### src/rtl/sign_extender.sv
// Registered 16-to-32 bit immediate extension unit with valid flag and sign output.
// Optional BRANCH mode (3'b101) is compiled in when SIGN_EXTENDER_BRANCH_EN is defined.
module sign_extender (
  input  logic        clk,
  input  logic        rst,
  input  logic [15:0] a,
  input  logic [2:0]  mode,
  input  logic        in_valid,
  output logic [31:0] b,
  output logic        out_valid,
  output logic        neg
);

  typedef enum logic [2:0] {
    MODE_SEXT16 = 3'b000,
    MODE_ZEXT16 = 3'b001,
    MODE_LUI    = 3'b010,
    MODE_SEXT8  = 3'b011,
    MODE_ZEXT8  = 3'b100,
    MODE_BRANCH = 3'b101
  } ext_mode_t;

  logic [31:0] next_b;

  // Reserved encodings, and BRANCH when not compiled in, fall back to SEXT16.
  always_comb begin
    next_b = {{16{a[15]}}, a};
    case (ext_mode_t'(mode))
      MODE_ZEXT16: next_b = {16'h0000, a};
      MODE_LUI:    next_b = {a, 16'h0000};
      MODE_SEXT8:  next_b = {{24{a[7]}}, a[7:0]};
      MODE_ZEXT8:  next_b = {24'h000000, a[7:0]};
`ifdef SIGN_EXTENDER_BRANCH_EN
      MODE_BRANCH: next_b = {{14{a[15]}}, a, 2'b00};
`endif
      default:     next_b = {{16{a[15]}}, a};
    endcase
  end

  always_ff @(posedge clk or posedge rst) begin
    if (rst) begin
      b         <= 32'h0000_0000;
      neg       <= 1'b0;
      out_valid <= 1'b0;
    end else begin
      out_valid <= in_valid;
      if (in_valid) begin
        b   <= next_b;
        neg <= next_b[31];
      end
    end
  end

endmodule

### config.mk
export PLATFORM = sky130hd
export DESIGN_NAME = sign_extender
export DESIGN_NICKNAME = d
export VERILOG_FILES = /design/src/rtl/sign_extender.sv
export SDC_FILE = /design/constraint.sdc
export NUM_CORES = 1
export LEC_CHECK = 0
export ABC_CLOCK_PERIOD_IN_PS = 2100
export CAP_MARGIN = 25
export CORE_MARGIN = 2
export CORE_UTILIZATION = 45
export CTS_CLUSTER_SIZE = 16
export DETAILED_ROUTE_END_ITERATION = 16
export PLACE_DENSITY_LB_ADDON = 0.1
export SETUP_SLACK_MARGIN = 0.2
export SLEW_MARGIN = 10
export SYNTH_ARGS = -nofsm -noshare
export SYNTH_HDL_FRONTEND = slang
export SYNTH_SLANG_ARGS = --single-unit
### constraint.sdc
create_clock -name clk -period 2.1 [get_ports clk]
set_clock_uncertainty 0.15 [all_clocks]
set_input_delay 0.63 -clock clk [delete_from_list [all_inputs] [get_ports clk]]
set_output_delay 0.63 -clock clk [all_outputs]
set_load 0.01 [all_outputs]
==> summary.txt <==
CTS
  – Postcts setup bufs: 0
  – Hold Buf Count CTS: 0
  – CTS Sinks: 33
  – Num CTS Buffers: 5
  – CTS tree: yes
  – Max clock buf depth: 2
  – CTS root buf: clkbuf_4
  – H-tree depth: 2
  – Clk Latency, worst-skew pair: approximately 350 ps
  – Clock transition at path regs: approximately 110 ps

Logic synthesis
  – Post-Synthesis Cells: 153
  – #FFs+latches synth: 33
  – Synth warnings: 0
  – Simple-gate share of the synthesized area: about 16%
  – Cell taking the most area after synthesis: dfrtp_1
  – Post-Syn Nets: about 180
  – Cell area after synthesis: ~1600 um^2
  – Post-synthesis adder-cell area fraction: 0%
  – Cell variety after synth: 30
  – Largest family of logic cells by synthesized area: compound AO/OA/AOI/OAI gates
  – Top cell type's share of synthesized area: between 50 and 60%
  – Mux cell area share after synthesis: 0%
  – Syn_area_per_cell: between 10 and 15 um^2
  – Sequential area share after synthesis: between 50% and 60%
  – Compound-Gate Fraction of Synth Area: 23.6%
  – XOR/XNOR share of the synthesized area: less than 1%
  – Dominant cells by area after synthesis: dfrtp_1 52%, o221ai_2 7.6%, a21oi_1 4.7%, o2bb2ai_1 4.4%, nand2_1 3.8%

Routing
  – Vias: ~1400
  – DRC violations left: 0
  – First drt pass iteration count: 4
  – ANT nets after route: 0
  – Vias per inst: ~5.2
  – WL/cell: between 10 and 15 um
  – Metal3 WL: 241 um
  – DR top layer: met4
  – Overall routed net length: between 3000 and 4000 um
  – DRT iter0 DRCs: 74
  – WL met2: a little over 2000 um
  – WL met1: between 1500 and 2000 um

Floorplanning
  – I/O Pins: 56
  – Area of the core: approximately 3400 um^2
  – Die area: around 4000 um^2
  – Die Height: ~63 um
  – Cell Rows: 21
  – Die X: about 63 um
  – Starting Density: a little under half

STA
  – Max-slew violation count: 0
  – Final period utilization: between 80% and 90%
  – Worst-Margin Slew: around 420 ps
  – Setup Viol. Count Final: 0
  – RSZ-0062 raised after global routing: no
  – Fin crit period: between 1500 and 2000 ps
  – Relative slew slack: between 70% and 80%
  – Final Hold Viols: 0
  – Min Hold Slack: 345 ps
  – Fmax: 550 MHz

Place
  – Detail Placement HPWL: 2880 um
  – Port Buffers: 55
  – RD Place Congestion: slightly below 0.8

Setup path
  – CP Data Required Time: roughly 1300 ps
  – CP Buf/Inv Count: 1
  – Setup crit end kind: output pin
  – Worst R2R Start: b[22]
  – Crit-path cells: dlygate4sd2_1
  – Worst setup SP type: flip-flop
  – Slowest-stage cell, CP: dfrtp_1
  – Crit. Startpoint: b[22]
  – Largest delay share family, worst path: flip-flops
  – Critical Path Stages: 1
  – Worst Setup EP: b[22]
  – R2R cell count: 2
  – CP max stage delay: 390 ps
  – Arr. time, crit path: approximately 1000 ps
  – CP Max Fanout: 2
  – Reg2Reg Setup Slack: around 1300 ps
  – Critical path class: reg2out
  – RR Endpoint: b[22]

Cells and area
  – Most frequent cells in the layout: 35 x dlygate4sd2_1, 33 x dfrtp_1, 18 x clkdlybuf4s50_1
  – Fillers: 306
  – Commonest non-fill, non-tap cell in the layout: dlygate4sd2_1
  – Sequential Area: approximately 830 um^2
  – Area occupied by multi-input gates: 646 um^2
  – Area Growth Syn to Fin: 47.6%
  – Layout cell share with drive strength beyond 1: around 17%
  – Fin nets: approximately 240
  – Antenna cell count: 0

Power and ir drop
  – Power, Total: 0.00172 W
  – Share of total power in sequential cells: 42.8%
  – Pleak: about 1.1 nW
  – Logic gate share of total power: 22.1%
  – P_int: about 0.0013 W
  – Sw power: between 0.0004 and 0.0005 W
  – Power Density: about 730 nW/um^2
  – Switching share of power: 26.8%
  – VDD IR max: a little over 0.5 mV
  – Clock power frac: between 30% and 40%

GRT
  – Gr usage total: around 22%
  – Antenna violations before repair: 0
  – Vias in the first global route: 1459
  – GRT overflow: 0
  – First-pass GRT wire length: about 7000 um
  – Pin count of the biggest net entering global routing: 34

Status
  – Status: finished, final reports clean

Job
  – Max-cap viol count: 0

Worst hold path
  – Worst min path class: reg2reg
[final cells by class]
cell class / instances / share of cell area (%)
flip-flops and latches: 33 / 35.2
repair buffers: 71 / 28.5
multi-input cells: 96 / 27.5
clock inverters: 3 / 2.77
well taps: 46 / 2.45
inverters: 12 / 1.92
clock buffers: 5 / 1.60
[layer usage]
layer	up-vias	GRT usage, %
met4	0	8.15
met5	-	0
li1	668	-
met3	9	7.50
met2	41	37.1
met1	672	27.4
[logic make-up after synthesis]
| family | Yosys count |
|---|---|
| AO/OA/AOI/OAI | 45 |
| AND/OR/NAND/NOR | 50 |
| flip-flops | 33 |
| XOR/XNOR | 1 |
| buffers and inverters | 24 |
[synth_stat cells (all sizes together)]
| cell type | number |
|---|---|
| nand3 | 8 |
| and3 | 1 |
| nor3b | 1 |
| nor2 | 16 |
| or2 | 1 |
| o21ai | 2 |
| a21oi | 15 |
| and3b | 1 |
| a31oi | 8 |
| xnor2 | 1 |
| dfrtp | 33 |
| buf | 9 |
| o31a | 1 |
| or3b | 1 |
| nor3 | 1 |
| o221ai | 8 |
| nand2b | 1 |
| o21a | 1 |
| a211oi | 1 |
| and2 | 2 |
| inv | 12 |
| o211ai | 1 |
| nand2 | 16 |
| o2bb2ai | 8 |
| clkbuf | 3 |
| nor2b | 1 |
[state kept, by name (all words and copies together), names as in the netlist]
| name | count |
|---|---|
| b | 32 |
| out_valid | 1 |
[stage by stage]
stage	setup WS [ps]	TNS [ps]	util (%)	std cells	cell area [um^2]
2_1_floorplan	306	0	-	153	1590
3_3_place_gp	-196	-2990	67.6	258	2270
3_5_place_dp	-242	-4690	67.6	258	2270
4_1_cts	169	0	69.5	266	2340
5_1_grt	206	0	69.8	266	2350
6_report	282	0	69.8	266	2350
[what timing repair did]
item | 4_1_cts | 5_1_grt
resized for setup | 36 | 3
pin swaps | 1 | 0
setup endpoints to repair | 49 | 23
[worst min path at each step]
stage,startpoint,endpoint,slack (ps),depth (start not counted)
2_1_floorplan,b[0],b[0],370,1
6_report,b[3],b[3],340,1
4_1_cts,b[2],b[2],350,1
5_1_grt,b[5],b[5],380,1
3_3_place_gp,b[7],b[7],320,1
3_5_place_dp,b[3],b[3],320,1
[power by group through the flow]
stage | Sequential, W | Clock [W] | Combinational (W)
finish | 0.000737 | 0.000604 | 0.000381
global route | 0.000749 | 0.000659 | 0.000418
CTS | 0.000739 | 0.000614 | 0.000386
detailed placement | 0.000754 | 0 | 0.000433
global placement | 0.000750 | 0 | 0.000423
floorplan | 0.000786 | 0 | 0.000156
Power figures use the tool's default switching activity.
